===== src/rtl/alu_sequencer.sv =====
// Instruction sequencer for the 10-bit signed ALU.
// Fetches 16-bit instructions, keeps a 4-entry register file, feeds the ALU
// during EXEC, writes the result back and latches the s/g flags. Conditional
// jumps test the latched flags. Every instruction takes exactly three cycles
// (FETCH, DECODE, EXEC).
//
// Instruction memory interface: a fixed-latency request, not a valid/ready
// pair. imem_rd is high for exactly one cycle (FETCH) with imem_addr = pc;
// the memory returns imem_rdata on the next cycle, which is captured in
// DECODE. There is no back-pressure; the memory must always answer in one
// cycle.
module alu_sequencer #(
  parameter int PC_W = 7,
  parameter int DW   = 10
) (
  input  logic            clk,
  input  logic            rst_n,
  input  logic            start,
  output logic            imem_rd,
  output logic [PC_W-1:0] imem_addr,
  input  logic [15:0]     imem_rdata,
  output logic [4:0]      alu_opcode,
  output logic [DW-1:0]   alu_op1,
  output logic [DW-1:0]   alu_op2,
  input  logic [DW-1:0]   alu_res,
  input  logic            alu_s,
  input  logic            alu_g,
  output logic            busy,
  output logic            halted,
  output logic            err,
  input  logic [1:0]      dbg_sel,
  output logic [DW-1:0]   dbg_data,
  output logic [2:0]      dbg_state
);

  localparam logic [2:0] ST_IDLE   = 3'd0;
  localparam logic [2:0] ST_FETCH  = 3'd1;
  localparam logic [2:0] ST_DECODE = 3'd2;
  localparam logic [2:0] ST_EXEC   = 3'd3;
  localparam logic [2:0] ST_HALT   = 3'd4;
  localparam logic [2:0] ST_ERR    = 3'd5;

  localparam logic [4:0] OP_NOP   = 5'b00000;
  localparam logic [4:0] OP_LDI   = 5'b00001;
  localparam logic [4:0] OP_JMP   = 5'b00010;
  localparam logic [4:0] OP_JS    = 5'b00011;
  localparam logic [4:0] OP_JG    = 5'b00100;
  localparam logic [4:0] OP_DEC   = 5'b00101;
  localparam logic [4:0] OP_DECI  = 5'b00110;
  localparam logic [4:0] OP_XOR   = 5'b00111;
  localparam logic [4:0] OP_XORI  = 5'b01000;
  localparam logic [4:0] OP_NAND  = 5'b01001;
  localparam logic [4:0] OP_NANDI = 5'b01010;
  localparam logic [4:0] OP_ROT   = 5'b01011;
  localparam logic [4:0] OP_ROTI  = 5'b01100;
  localparam logic [4:0] OP_INC   = 5'b10011;
  localparam logic [4:0] OP_HALT  = 5'b11111;

  logic [2:0]      state_q, state_d;
  logic [PC_W-1:0] pc_q, pc_d;
  logic [15:0]     ir_q, ir_d;
  logic [DW-1:0]   rf_q [4];
  logic [DW-1:0]   rf_d [4];
  logic            s_q, s_d;
  logic            g_q, g_d;

  // Instruction fields, always decoded from the held instruction register.
  logic [4:0]      op;
  logic [1:0]      rd;
  logic [1:0]      rs;
  logic [6:0]      imm;
  logic [DW-1:0]   imm_sext;
  logic [PC_W-1:0] jump_tgt;
  logic            is_alu_reg;
  logic            is_alu_imm;
  logic            is_alu;
  logic            exec_alu;

  // Field extraction and opcode classification.
  always_comb begin
    op         = ir_q[15:11];
    rd         = ir_q[10:9];
    rs         = ir_q[8:7];
    imm        = ir_q[6:0];
    imm_sext   = DW'($signed(imm));
    jump_tgt   = PC_W'(imm);
    is_alu_reg = (op == OP_DEC) || (op == OP_XOR) || (op == OP_NAND) ||
                 (op == OP_ROT) || (op == OP_INC);
    is_alu_imm = (op == OP_DECI) || (op == OP_XORI) || (op == OP_NANDI) ||
                 (op == OP_ROTI);
    is_alu     = is_alu_reg || is_alu_imm;
    exec_alu   = (state_q == ST_EXEC) && is_alu;
  end

  // ALU-facing outputs are held at zero except during EXEC of an ALU opcode,
  // so the ALU is quiet and its result is never looked at otherwise.
  always_comb begin
    alu_opcode = exec_alu ? op : 5'b00000;
    alu_op1    = exec_alu ? rf_q[rd] : '0;
    alu_op2    = '0;
    if (exec_alu) alu_op2 = is_alu_imm ? imm_sext : rf_q[rs];
  end

  // Status, fetch strobe and debug views, all decoded from the current state.
  always_comb begin
    busy      = (state_q == ST_FETCH) || (state_q == ST_DECODE) || (state_q == ST_EXEC);
    halted    = (state_q == ST_HALT);
    err       = (state_q == ST_ERR);
    imem_rd   = (state_q == ST_FETCH);
    imem_addr = (state_q == ST_FETCH) ? pc_q : '0;
    dbg_data  = rf_q[dbg_sel];
    dbg_state = state_q;
  end

  // Next-state, write-back, flag and pc update logic.
  always_comb begin
    state_d = state_q;
    pc_d    = pc_q;
    ir_d    = ir_q;
    rf_d    = rf_q;
    s_d     = s_q;
    g_d     = g_q;
    case (state_q)
      ST_IDLE, ST_HALT, ST_ERR: begin
        // Registers and flags survive a restart; only the pc is rewound.
        if (start) begin
          state_d = ST_FETCH;
          pc_d    = '0;
        end
      end
      ST_FETCH: state_d = ST_DECODE;
      ST_DECODE: begin
        ir_d    = imem_rdata;
        state_d = ST_EXEC;
      end
      ST_EXEC: begin
        state_d = ST_FETCH;
        pc_d    = pc_q + PC_W'(1);
        if (is_alu) begin
          rf_d[rd] = alu_res;
          s_d      = alu_s;
          g_d      = alu_g;
        end else begin
          case (op)
            OP_NOP: ;
            OP_LDI: rf_d[rd] = imm_sext;
            OP_JMP: pc_d = jump_tgt;
            OP_JS:  if (s_q) pc_d = jump_tgt;
            OP_JG:  if (g_q) pc_d = jump_tgt;
            OP_HALT: begin
              state_d = ST_HALT;
              pc_d    = pc_q;
            end
            default: begin
              state_d = ST_ERR;
              pc_d    = pc_q;
            end
          endcase
        end
      end
      default: state_d = ST_IDLE;
    endcase
  end

  // State registers; an asynchronous reset drops any write-back in flight.
  always_ff @(posedge clk or negedge rst_n) begin
    if (!rst_n) begin
      state_q <= ST_IDLE;
      pc_q    <= '0;
      ir_q    <= '0;
      s_q     <= 1'b0;
      g_q     <= 1'b0;
      for (int i = 0; i < 4; i++) rf_q[i] <= '0;
    end else begin
      state_q <= state_d;
      pc_q    <= pc_d;
      ir_q    <= ir_d;
      s_q     <= s_d;
      g_q     <= g_d;
      rf_q    <= rf_d;
    end
  end

endmodule


===== config.mk =====
export PLATFORM = sky130hd
export DESIGN_NAME = alu_sequencer
export DESIGN_NICKNAME = d
export VERILOG_FILES = /design/src/rtl/alu_sequencer.sv
export SDC_FILE = /design/constraint.sdc
export NUM_CORES = 1
export LEC_CHECK = 0
export CORE_MARGIN = 2
export CORE_UTILIZATION = 30
export DETAILED_ROUTE_END_ITERATION = 10
export PLACE_DENSITY_LB_ADDON = 0.1
export RECOVER_POWER = 50
export SLEW_MARGIN = 15
export SYNTH_ARGS = -nofsm -noshare
export SYNTH_HDL_FRONTEND = slang
export SYNTH_SLANG_ARGS = --single-unit

===== constraint.sdc =====
create_clock -name clk -period 2.2 [get_ports clk]
set_clock_uncertainty 0.1 [all_clocks]
set_input_delay 0.44 -clock clk [delete_from_list [all_inputs] [get_ports clk]]
set_output_delay 0.44 -clock clk [all_outputs]
set_load 0.03 [all_outputs]

==> summary.md <==
| Metric | Value |
|---|---|
| Outcome | finished with violations |
| Failing checks | setup timing |
| Worst slew pin tran | 0.758 ns |
| Hold WS | 0.420 ns |
| Pwr per Cell Area | 1670 nW/um^2 |
| Fmax | 391 MHz |
| Clock root cell | clkbuf_16 |
| Sink count of the clock tree | 68 |
| Top cell type's share of synthesized area | 0.412 |
| CTS tree | yes |
| Worst hold endpoint | s_q |
| Vias in the first global route | 3467 |
| Synth Area in Adders | 0.00303 |
| Cells after Synth | 375 |
| DR WL/cell | 18.5 um |
| Max-slew violations | 0 |
| Die Span Y | 121 um |
| Net load switching power | 0.00447 W |
| Tot Pwr | 0.0104 W |
| Post-synthesis mux area share | 0.253 |
| Max IR drop VDD | 0.588 mV |
| Critical path startpoint category | flop |
| Worst hold path class | flop to flop |
| Crit Path Category | flop to output port |
| Endpoints failing hold | 0 |
| Share of cells above drive strength 1 | 0.441 |
| Clk buf depth | 2 |
| Diodes inserted | 0 |
| # setup viols final | 25 |
| Post-synth top cells | dfrtp_1 (68), nor2_1 (46), a21oi_1 (39) |
| Switching Fraction | 0.428 |
| Register bit count reported by yosys | 68 |
| PortBufs | 81 |
| Pint | 0.00598 W |
| Largest net degree at the start of global routing | 34 |
| Detailed-route via count | 3380 |
| Post-synth top area cell | dfrtp_1 |
| Die area | 14700 sq um |
| Reg2reg end | rf_q[30] |
| Residual DRC | 0 |
| Post-synth EDFFs | 0 |
| Worst slew margin | 0.494 |
| Unrepaired setup endpoints after global routing | true |
| Synth Net Count | 409 |
| XOR/XNOR Fraction of Synth Area | 0.00212 |
| Initial antenna violation count | 0 |
| Top post-synthesis cells by area | dfrtp_1 (41%), mux4_2 (16%), a21oi_1 (4.7%) |
| Fin nets | 528 |
| Combinational share of power | 0.623 |
| Area Growth Syn to Fin | 51.7% |
| Initial DRC Count | 225 |
| Die extent in x | 121 um |
| First-pass GRT wire length | 19600 um |
| Gpl congestion | 0.803 |
| Hold path start | s_q |
| R2R setup slack | 0.05 ns |
| Worst r2r path cells | 9 |
| Initial Util | 0.309 |
| Crit path max fanout | 11 |
| Aggregate negative setup slack | -7.68 ns |
| R2R Path Start | ir_q[13] |
| Yosys cell types | 45 |
| Largest family of logic cells by synthesized area | multiplexers |
| Post-synthesis compound-gate area fraction | 0.138 |
| Pleak | 2.49 nW |
| Sequential area share after synthesis | 0.412 |
| Synth async-reset ratio | 1.00 |
| Yosys warnings | 0 |
| Number of cell rows | 42 |
| Total GRT Usage | 0.179 |
| Io pins | 82 |
| DRT antenna net count | 0 |
| Inserted Clock Buffers | 9 |
| GR Overflow Total | 0 |
| Post-Syn Area per Cell | 11.0 sq um |
| Max-Cap Viols | 0 |
| Period minus WS final | 2.56 ns |
| Sequential power share | 0.241 |
| Synth Cell Area | 4130 sq um |
| Simple-gate share of the synthesized area | 0.142 |
| Placed instance area | 5690 sq um |
| DPL Wire Length | 8770 um |
| Count leader, synth | dfrtp_1 |
| Worst-Skew Late Latency | 0.32 ns |
| H-tree levels | 3 |
| Critical path endpoint category | output port |
| Clk slew on worst S/H paths | 0.06 ns |
| Fin area | 6260 sq um |
| Vias per cell | 5.01 |
| Detailed Routing Iterations Pass 1 | 4 |
| Tcrit/Tclk final | 1.16 |
| Final WL | 12500 um |
| Core ar. | 13300 sq um |
| Clock share of power | 0.136 |
| Post-synth top flop | dfrtp_1 |
| Worst Path Arrival | 2.02 ns |
| Worst hold stages | 1 |
| Worst EP required | 1.66 ns |
| Final worst slack | -0.358 ns |
==> registers in the layout, indices dropped and copies added (netlist names) <==
signal     flops
g_q            1
dbg_state      3
ir_q          16
rf_q          40
s_q            1
pc_q           7
==> metal layers <==
| layer | global-route usage | vias up | part of all wire |
|---|---|---|---|
| li1 | - | 1629 | - |
| met1 | 0.247 | 1662 | 0.45 |
| met2 | 0.295 | 80 | 0.49 |
| met3 | 0.0324 | 9 | 0.045 |
| met4 | 0.0395 | 0 | 0.0082 |
| met5 | 0 | - | 0 |
==> timing repair <==
action | in CTS | in global routing
setup endpoints to repair | 38 | 70
endpoints found under the hold margin | 11 | 0
hold buffers | 1 | 0
gates cloned | 3 | 0
resized for setup | 44 | 19
pin swaps | 5 | 3
setup buffers | 4 | 2
==> power by group through the flow <==
| stage | logic [W] | clock network [W] | registers [W] |
|---|---|---|---|
| 6_report | 0.00651 | 0.00142 | 0.00251 |
| 5_1_grt | 0.00697 | 0.00152 | 0.00261 |
| 4_1_cts | 0.00647 | 0.00146 | 0.00251 |
| 3_5_place_dp | 0.00592 | 0 | 0.00252 |
| 3_3_place_gp | 0.00590 | 0 | 0.00249 |
| 2_1_floorplan | 0.00392 | 0 | 0.00231 |
==> cells in the final DEF, fill, tap and decap left out, types with 13 or more instances in the layout <==
cell type | Yosys | layout
nor2_1 | 46 | 37
nand2_1 | 25 | 21
mux2_2 | 13 | 13
buf_12 | 1 | 22
buf_4 | 4 | 54
a21oi_1 | 39 | 35
dfrtp_1 | 68 | 68
clkdlybuf4s50_1 | 0 | 32
mux4_2 | 30 | 30
buf_6 | 0 | 14
==> cell families (layout without fill, tap and decap cells) <==
group                    Yosys count  in the layout
XOR/XNOR                           1              1
adder cells (fa/ha/maj)            1              1
flip-flops                        68             68
AND/OR/NAND/NOR                  120            120
multiplexers                      60             60
AO/OA/AOI/OAI                     85             85
buffers and inverters             40            164
==> metrics by stage <==
step | setup slack, ns | instances | utilization
global placement | -0.488 | 651 | 0.427
global route | -0.442 | 675 | 0.469
finish | -0.358 | 675 | 0.469
floorplan | -0.0223 | 375 | -
CTS | -0.386 | 675 | 0.467
detailed placement | -0.492 | 651 | 0.427
==> critical path, stage by stage (launching register included) <==
cell and delay (ns):
dfrtp_1 0.38, buf_6 0.12, and3b_2 0.27, a21oi_4 0.05, o31ai_4 0.24, buf_4 0.17
buf_12 0.13, and3_4 0.21, buf_12 0.12
==> final cells by class <==
type	count	area (sq um)
inverters	10	37.5
fillers	1251	7090
well taps	176	220
clock inverters	6	63.8
clock buffers	10	229
multi-input cells	267	2540
flip-flops and latches	68	1700
repair buffers	138	1470
==> worst max path at each step <==
| stage | startpoint | to | slack [ns] | cells past startpoint |
|---|---|---|---|---|
| 3_3_place_gp | dbg_sel[0] | dbg_data[0] | -0.49 | 3 |
| 3_5_place_dp | dbg_sel[0] | dbg_data[0] | -0.49 | 3 |
| 5_1_grt | ir_q[13] | alu_op1[9] | -0.44 | 8 |
| 6_report | ir_q[13] | alu_op1[9] | -0.36 | 8 |
| 4_1_cts | ir_q[13] | alu_op2[8] | -0.39 | 8 |
| 2_1_floorplan | ir_q[15] | alu_op2[8] | -0.02 | 7 |
(Power assumes the default switching activity.)
